[config.mk]
export PLATFORM = sky130hd
export DESIGN_NAME = program_loader_flat
export DESIGN_NICKNAME = d
export VERILOG_FILES = /design/src/rtl/program_loader_if.sv /design/src/rtl/program_loader.sv /design/src/flat_wrapper.sv
export SDC_FILE = /design/constraint.sdc
export NUM_CORES = 1
export LEC_CHECK = 0
export ABC_AREA = 1
export CAP_MARGIN = 15
export CORE_ASPECT_RATIO = 0.7
export CORE_MARGIN = 2
export CORE_UTILIZATION = 40
export DETAILED_ROUTE_END_ITERATION = 10
export PLACE_DENSITY_LB_ADDON = 0.1
export SLEW_MARGIN = 25
export SYNTH_ARGS = -nofsm -noshare
export SYNTH_HDL_FRONTEND = slang
export SYNTH_SLANG_ARGS = --single-unit
[constraint.sdc]
create_clock -name clk -period 1.2 [get_ports clk]
set_input_delay 0.3 -clock clk [delete_from_list [all_inputs] [get_ports clk]]
set_output_delay 0.3 -clock clk [all_outputs]
set_load 0.01 [all_outputs]
[src/rtl/program_loader_if.sv]
// ----------------------------------------------------------------------------
// program_loader_if
//
// Bundles the host byte-stream handshake and the memory write port driven by
// the program loader.
//
// Signals:
//   in_valid   host presents a byte on in_data
//   in_data    stream byte (DATA_W)
//   in_ready   loader can accept a byte this cycle
//   mem_addr   memory write address (ADDR_W)
//   mem_data   memory write data (DATA_W)
//   mem_write  one-cycle memory write strobe
//
// Modports:
//   master  the loader side (drives in_ready and the memory port)
//   slave   the environment side (host stream source plus memory sink)
// ----------------------------------------------------------------------------
interface program_loader_if #(
    parameter int ADDR_W = 8,
    parameter int DATA_W = 8
);
    logic              in_valid;
    logic [DATA_W-1:0] in_data;
    logic              in_ready;
    logic [ADDR_W-1:0] mem_addr;
    logic [DATA_W-1:0] mem_data;
    logic              mem_write;

    modport master (
        input  in_valid,
        input  in_data,
        output in_ready,
        output mem_addr,
        output mem_data,
        output mem_write
    );

    modport slave (
        output in_valid,
        output in_data,
        input  in_ready,
        input  mem_addr,
        input  mem_data,
        input  mem_write
    );
endinterface

[src/rtl/program_loader.sv]
// ----------------------------------------------------------------------------
// program_loader
//
// Loads a framed byte stream from a host into memory and holds the CPU in
// reset until a complete image is present. Frame: ADDR, LEN, LEN data bytes,
// then an optional CSUM byte (8-bit modular sum of the data bytes).
//
// Build option:
//   LOADER_CHECKSUM_EN  when defined, the frame carries a CSUM byte and a
//                       mismatch parks the loader in S_ERR with err = 1.
//                       When undefined, the frame ends after the last data
//                       byte and err is tied 0.
//
// Ports:
//   clk        clock, rising edge
//   rst        asynchronous active-high reset
//   bus        program_loader_if.master: stream in_valid/in_data/in_ready
//              and memory mem_addr/mem_data/mem_write
//   load_req   one-cycle pulse; restarts loading from S_DONE or S_ERR
//   cpu_rst    holds the control and processing units in reset
//   done       image loaded (and verified when checksumming is built in)
//   err        checksum mismatch
// ----------------------------------------------------------------------------
module program_loader #(
    parameter int ADDR_W = 8,
    parameter int DATA_W = 8
) (
    input  logic             clk,
    input  logic             rst,
    program_loader_if.master bus,
    input  logic             load_req,
    output logic             cpu_rst,
    output logic             done,
    output logic             err
);

    typedef enum logic [2:0] {
        S_ADDR,
        S_LEN,
        S_DATA,
        S_CSUM,
        S_DONE,
        S_ERR
    } state_t;

    // State entered once the data phase is exhausted.
`ifdef LOADER_CHECKSUM_EN
    localparam state_t S_TAIL = S_CSUM;
`else
    localparam state_t S_TAIL = S_DONE;
`endif

    state_t            state, state_n;
    logic [ADDR_W-1:0] ptr, ptr_n;
    logic [ADDR_W-1:0] cnt, cnt_n;
    logic [DATA_W-1:0] sum, sum_n;
    logic              wr_n;
    logic [ADDR_W-1:0] wa_n;
    logic [DATA_W-1:0] wd_n;
    logic              accept;

    // in_ready is the only combinational output: a pure state decode.
    assign bus.in_ready = (state == S_ADDR) || (state == S_LEN) ||
                          (state == S_DATA) || (state == S_CSUM);
    assign accept       = bus.in_valid && bus.in_ready;

    // ------------------------------------------------------------------
    // State register
    // ------------------------------------------------------------------
    always_ff @(posedge clk or posedge rst) begin
        if (rst) begin
            state <= S_ADDR;
        end else begin
            state <= state_n;
        end
    end

    // ------------------------------------------------------------------
    // Next-state and datapath decode
    // ------------------------------------------------------------------
    always_comb begin
        state_n = state;
        ptr_n   = ptr;
        cnt_n   = cnt;
        sum_n   = sum;
        wr_n    = 1'b0;
        wa_n    = bus.mem_addr;
        wd_n    = bus.mem_data;

        case (state)
            S_ADDR: begin
                if (accept) begin
                    ptr_n   = ADDR_W'(bus.in_data);
                    state_n = S_LEN;
                end
            end

            S_LEN: begin
                if (accept) begin
                    cnt_n = ADDR_W'(bus.in_data);
                    sum_n = '0;
                    if (bus.in_data == '0) begin
                        state_n = S_TAIL;
                    end else begin
                        state_n = S_DATA;
                    end
                end
            end

            S_DATA: begin
                if (accept) begin
                    wr_n  = 1'b1;
                    wa_n  = ptr;
                    wd_n  = bus.in_data;
                    ptr_n = ptr + ADDR_W'(1);
                    sum_n = sum + bus.in_data;
                    cnt_n = cnt - ADDR_W'(1);
                    // cnt still holds the pre-decrement value here.
                    if (cnt == ADDR_W'(1)) begin
                        state_n = S_TAIL;
                    end
                end
            end

`ifdef LOADER_CHECKSUM_EN
            S_CSUM: begin
                if (accept) begin
                    if (bus.in_data == sum) begin
                        state_n = S_DONE;
                    end else begin
                        state_n = S_ERR;
                    end
                end
            end
`endif

            S_DONE, S_ERR: begin
                if (load_req) begin
                    state_n = S_ADDR;
                end
            end

            default: ;
        endcase
    end

    // ------------------------------------------------------------------
    // Datapath and registered outputs. Status flags are registered from
    // the next state so they change on the same edge as the state.
    // ------------------------------------------------------------------
    always_ff @(posedge clk or posedge rst) begin
        if (rst) begin
            ptr           <= '0;
            cnt           <= '0;
            sum           <= '0;
            bus.mem_addr  <= '0;
            bus.mem_data  <= '0;
            bus.mem_write <= 1'b0;
            cpu_rst       <= 1'b1;
            done          <= 1'b0;
        end else begin
            ptr           <= ptr_n;
            cnt           <= cnt_n;
            sum           <= sum_n;
            bus.mem_addr  <= wa_n;
            bus.mem_data  <= wd_n;
            bus.mem_write <= wr_n;
            cpu_rst       <= (state_n != S_DONE);
            done          <= (state_n == S_DONE);
        end
    end

`ifdef LOADER_CHECKSUM_EN
    always_ff @(posedge clk or posedge rst) begin
        if (rst) begin
            err <= 1'b0;
        end else begin
            err <= (state_n == S_ERR);
        end
    end
`else
    assign err = 1'b0;
`endif

endmodule
[src/flat_wrapper.sv]
// flat-port wrapper written by rule: the top's interface ports become plain ports
module program_loader_flat 
#(
    parameter int ADDR_W = 8,
    parameter int DATA_W = 8
)
  (clk, rst, load_req, cpu_rst, done, err, bus_in_valid, bus_in_data, bus_in_ready, bus_mem_addr, bus_mem_data, bus_mem_write);
  program_loader_if #(.ADDR_W(ADDR_W), .DATA_W(DATA_W)) bus_i ();
  input  logic clk;
  input  logic rst;
  input  logic load_req;
  output logic cpu_rst;
  output logic done;
  output logic err;
  input wire logic [$bits(bus_i.in_valid)-1:0] bus_in_valid;
  input wire logic [$bits(bus_i.in_data)-1:0] bus_in_data;
  output wire logic [$bits(bus_i.in_ready)-1:0] bus_in_ready;
  output wire logic [$bits(bus_i.mem_addr)-1:0] bus_mem_addr;
  output wire logic [$bits(bus_i.mem_data)-1:0] bus_mem_data;
  output wire logic [$bits(bus_i.mem_write)-1:0] bus_mem_write;
  assign bus_i.in_valid = bus_in_valid;
  assign bus_i.in_data = bus_in_data;
  assign bus_in_ready = bus_i.in_ready;
  assign bus_mem_addr = bus_i.mem_addr;
  assign bus_mem_data = bus_i.mem_data;
  assign bus_mem_write = bus_i.mem_write;
  program_loader #(.ADDR_W(ADDR_W), .DATA_W(DATA_W)) u_core (.clk(clk), .rst(rst), .bus(bus_i), .load_req(load_req), .cpu_rst(cpu_rst), .done(done), .err(err));
endmodule
# After elaboration in Yosys (flattened, before gate mapping)
# Index checks and enable logic that the tools add are counted.
[op_classes] reduce_logical=12 mux=14 add_sub_neg=2 n_eq_ne=11
[op_table] op="$pmux W8 S2" count=2
[op_table] op="$mux W8" count=3
[op_table] op="$mux W3" count=6
[op_table] op="$pmux W3 S4" count=1
[op_table] op="$eq A3 B3 Y1 const B" count=3
[op_table] op="$add A8 B1 Y8 const B" count=1
[op_table] op="$eq A8 B1 Y1 const B" count=1
[op_table] op="$logic_not A8 Y1" count=1
[op_table] op="$sub A8 B1 Y8 const B" count=1
[op_table] op="$eq A3 B2 Y1 const B" count=2
[op_table] op="$ne A2 B1 Y1 const B" count=3
[op_table] op="$reduce_and A3 Y1" count=2
[op_table] op="$reduce_bool A2 Y1" count=2
[op_table] op="$eq A3 B1 Y1 const B" count=1
[op_table] op="$logic_not A3 Y1" count=1
[op_table] op="$logic_or A1 B1 Y1" count=3
[op_table] op="$ne A3 B3 Y1 const B" count=1
[op_table] op="$mux W1" count=2
[op_table] op="$reduce_and A2 Y1" count=1
[op_table] op="$reduce_or A2 Y1" count=1
[op_table] op="$logic_and A1 B1 Y1" count=1
[word_totals] out_inout_bits=21 input_bits=12 regBits=38 word_cells=47

# Depth between registers and ports, before layout
[depth] word_depth=8 mapped_depth=9 ltp_nobuf=9

# Least setup slack after synthesis
# Ideal clock, no wire load.
[synth_path] path_kind="reg-to-reg" from="reg u_core.state[2]" to="reg u_core.ptr[3]" arrival_ps=1140 period_less_slack_ps=1263 path_buffers=1 path_stages_with_launch=8 slack_ps=-63 required_time_ps=1077 path_cell_list="dfrtp_1 -> inv_4 -> nand2_4 -> nor2_4 -> inv_2 -> buf_2 -> a31oi_1 -> o21ai_1"
[synth_between] elab_chain_cells=7 elab_cells_between_ends=13
[synth_rtl] element="start, declared" line_no="program_loader.sv:53" text="state_t state, state_n;"
[synth_rtl] element="start signal, assigned" line_no="program_loader.sv:74" text="state <= state_n;"
[synth_rtl] element="$eq A3 B1 Y1 or $logic_not A3 Y1 (tied branches)" line_no="program_loader.sv:63" text="assign bus.in_ready = (state == S_ADDR) || (state == S_LEN) ||"
[synth_rtl] element="$logic_or A1 B1 Y1 (2 in series)" line_no="program_loader.sv:63"
[synth_rtl] element="$logic_or A1 B1 Y1 (*)" line_no="program_loader.sv:64" text="(state == S_DATA) || (state == S_CSUM);"
[synth_rtl] element="named net bus_in_ready" line_no="flat_wrapper.sv:17" text="output wire logic [$bits(bus_i.in_ready)-1:0] bus_in_ready;"
[synth_rtl] element="$logic_and A1 B1 Y1 (*)" line_no="program_loader.sv:65" text="assign accept = bus.in_valid && bus.in_ready;"
[synth_rtl] element="$ne A2 B1 Y1 (no source line)"
[synth_rtl] element="$reduce_and A3 Y1 (no source line) (*)"
[synth_rtl] element="end signal, assigned" line_no="program_loader.sv:162" text="ptr <= ptr_n;"
[synth_rtl] element="end, declared" line_no="program_loader.sv:54" text="logic [ADDR_W-1:0] ptr, ptr_n;"
# Mark *: on every way through the listed nets, which the timed path passes. The rest lies on a longest branch.
# A chain may end at the register's enable or synchronous reset.

# Final worst setup path
[layout_path] from="reg u_core.state[2]" to="out bus_in_ready"
[layout_between] elab_chain_cells=4 elab_cells_between_ends=7
[layout_rtl] element="$eq A3 B1 Y1 or $logic_not A3 Y1 (tied branches)" line_no="program_loader.sv:63"
[layout_rtl] element="$logic_or A1 B1 Y1 (2 in series)" line_no="program_loader.sv:63"
[layout_rtl] element="$logic_or A1 B1 Y1 (*)" line_no="program_loader.sv:64"
[layout_rtl] element="end, declared" line_no="flat_wrapper.sv:17"
# Mark *: on every way between the ends. The rest lies on a longest branch, timed or not.

==> results.cfg <==
[outcome]
status = finished, violations left
violations = setup timing

[die]
ios = 33
die-width_um = 89.4
die_height_um = 63.8
initial_core_util = 0.422
rows = 21
dieArea_um2 = 5700
core_area_um2 = 4830

[power]
p_per_area_nw_per_um2 = 2790
leakage_uw = 0.00149
ir_drop_uv = 1760

[yosys]
synth_most_common_cell = nand2_1
post_synth_num_cell_types = 30
ys_ff_latch = 38
synth_area_leaders = dfrtp_1 (45%), nand2_1 (16%), inv_1 (4.8%)
syn_inst = 263
yosys_warnings = 0
async_flop_share = 1.00
syn_avg_cell_area_um2 = 7.76
synth_largest_area_cell = dfrtp_1
synth_top_area_share = 0.453
ys_seq_area_frac = 0.466
synthFlopType = dfrtp_1
synth_commonest_cells = nand2_1 (89), dfrtp_1 (37), inv_1 (26), nor2_1 (22), o21ai_1 (15)
synth_edf_count = 0
synth_nets = 278
synth_area_um2 = 2040

[final_layout]
multi_input_area_um2 = 1060
fin_nets = 349
drive_gt1_frac = 0.334
fin_util = 0.600
fill_cells = 469
diodes = 0
design_area_um2 = 2900
register_area_um2 = 955
area_growth_pct = 42.2

[worst_setup_path]
worstSetupEndpointType = output pin
arrival_ns = 1.01
path_max_fanout = 5
required_ns = 0.90
crit_type = flop to output pin
start_kind = flop
critPathLaunch = u_core.state[2]
r2r_start = u_core.state[0]

[clock_tree]
numCtsBuffers = 5
h-tree-depth = 2
insertion_delay_ns = 0.29
cts_sinks = 38
clockBufferDepth = 2
tritoncts = done
path_clk_slew_ns = 0.08
clockRootBuffer = clkbuf_8

[placement]
hpwl_mm = 3.58
placed_area_um2 = 2670
gp_congestion = 0.830
dp_slack_ns = -0.434
numPortBuffers = 31

[global_route]
grt_pass1_vias = 1846
grt_first_pass_wirelength_mm = 9.14
antenna_found_initial = 0
grtUsageTotal = 0.212
grt_remaining_overflow = 0
grt_max_degree = 39

[sta]
fin_hold_ws_ns = 0.353
slew_violations = 0
fin_crit_ns = 1.31
worst_slack_ns = -0.114
period_share = 1.09
max_freq_mhz = 761
rsz0062_at_grt = yes
hold_viol_final = 0
fin_skew_ns = 0.00670
setup_viol = 37

[route]
dr.pass1.iters = 4
vias = 1906
drc = 0
finalWirelength_mm = 5.37
first_iter_violations = 116
wire_per_inst_um = 13.3
viasPerCell = 4.72
ant_nets = 0

[flow_run]
drv_cap = 0

[worst_hold_path]
min-delay-path-class = primary input to async pin
[final timing paths]
kind | cells after the start | to | slack, ns
worst max-delay path | 3 | bus_in_ready | -0.11
worst min-delay path | 3 | u_core.bus.mem_data[0] | 0.35
worst max register to register | 6 | u_core.bus.mem_addr[0] | -0.10
worst min register to register | 2 | u_core.bus.mem_data[4] | 0.47
max in group asynchronous | 3 | u_core.cpu_rst | 0.58
min in group clk | 2 | u_core.bus.mem_data[4] | 0.47
[power breakdown]
group | switching, µW | internal, µW | total (µW)
logic | 2640 | 2040 | 4670
clock network | 485 | 613 | 1100
registers | 465 | 1880 | 2340
total | 3590 | 4520 | 8110
[layout by cell type, fill, tap and decap left out, types with 3 or more instances in the layout]
cell / n
buf_12: 4
o21ai_1: 16
inv_1: 21
nor2_4: 3
nand2_2: 5
buf_6: 4
nand2_4: 5
a21oi_2: 3
clkbuf_8: 5
clkdlybuf4s50_1: 10
nand3_1: 12
a22oi_1: 3
nor2_2: 4
nand2_1: 84
clkbuf_2: 3
nand4_1: 3
buf_2: 15
o21ai_0: 10
dfrtp_1: 35
buf_4: 33
inv_2: 6
nand3_2: 3
nor2_1: 17
[layer usage]
| layer | vias to the layer above | GRT usage | share of wire |
|---|---|---|---|
| met2 | 52 | 0.294 | 0.43 |
| met1 | 867 | 0.319 | 0.50 |
| li1 | 979 | - | - |
| met4 | 0 | 0.0690 | 0.015 |
| met5 | - | 0 | 0 |
| met3 | 8 | 0.0568 | 0.059 |
[cells by family (layout without fill, tap and decap cells)]
family,Yosys count,in the layout,synth area share
other,1,1,0.00184
flip-flops,38,38,0.466
AO/OA/AOI/OAI,41,41,0.110
buffers and inverters,38,108,0.0846
XOR/XNOR,1,1,0.00429
AND/OR/NAND/NOR,141,143,0.315
adder cells (fa/ha/maj),3,3,0.0184
[metrics by stage]
step	total power [µW]	cells	TNS, ns
3_3_place_gp	6570	389	-10.76
4_1_cts	7870	403	-2.77
5_1_grt	8840	404	-5.48
6_report	8110	404	-2.45
3_5_place_dp	6610	389	-12.09
2_1_floorplan	4820	263	-0.281
[state kept, by name (all words and copies together) (netlist names)]
name and count:
u_core.bus.mem_addr 8, u_core.bus.mem_write 1, u_core.bus.mem_data 8, u_core.cnt 8, u_core.state 3, u_core.ptr 8, u_core.done 1, u_core.cpu_rst 1
[cell type report]
class / instances / area share
clock buffers: 5 / 0.0237
inverters: 30 / 0.0431
repair buffers: 70 / 0.197
multi-input cells: 189 / 0.364
clock inverters: 3 / 0.0138
well taps: 69 / 0.0297
flip-flops and latches: 38 / 0.329
[worst max-delay path, cell delays in order (launching register included)]
cell and delay (ns):
dfrtp_1 0.41, inv_4 0.11, buf_4 0.12, buf_6 0.09
[timing repair]
action | CTS | global route
pin swaps | 8 | 8
setup buffers | 4 | 1
hold buffers | 0 | 0
endpoints found under the setup margin | 56 | 43
hold endpoints to repair | 0 | 0
gates resized for setup | 91 | 32
gates cloned | 2 | 0
Note: power is estimated with default switching activity, not from simulation.
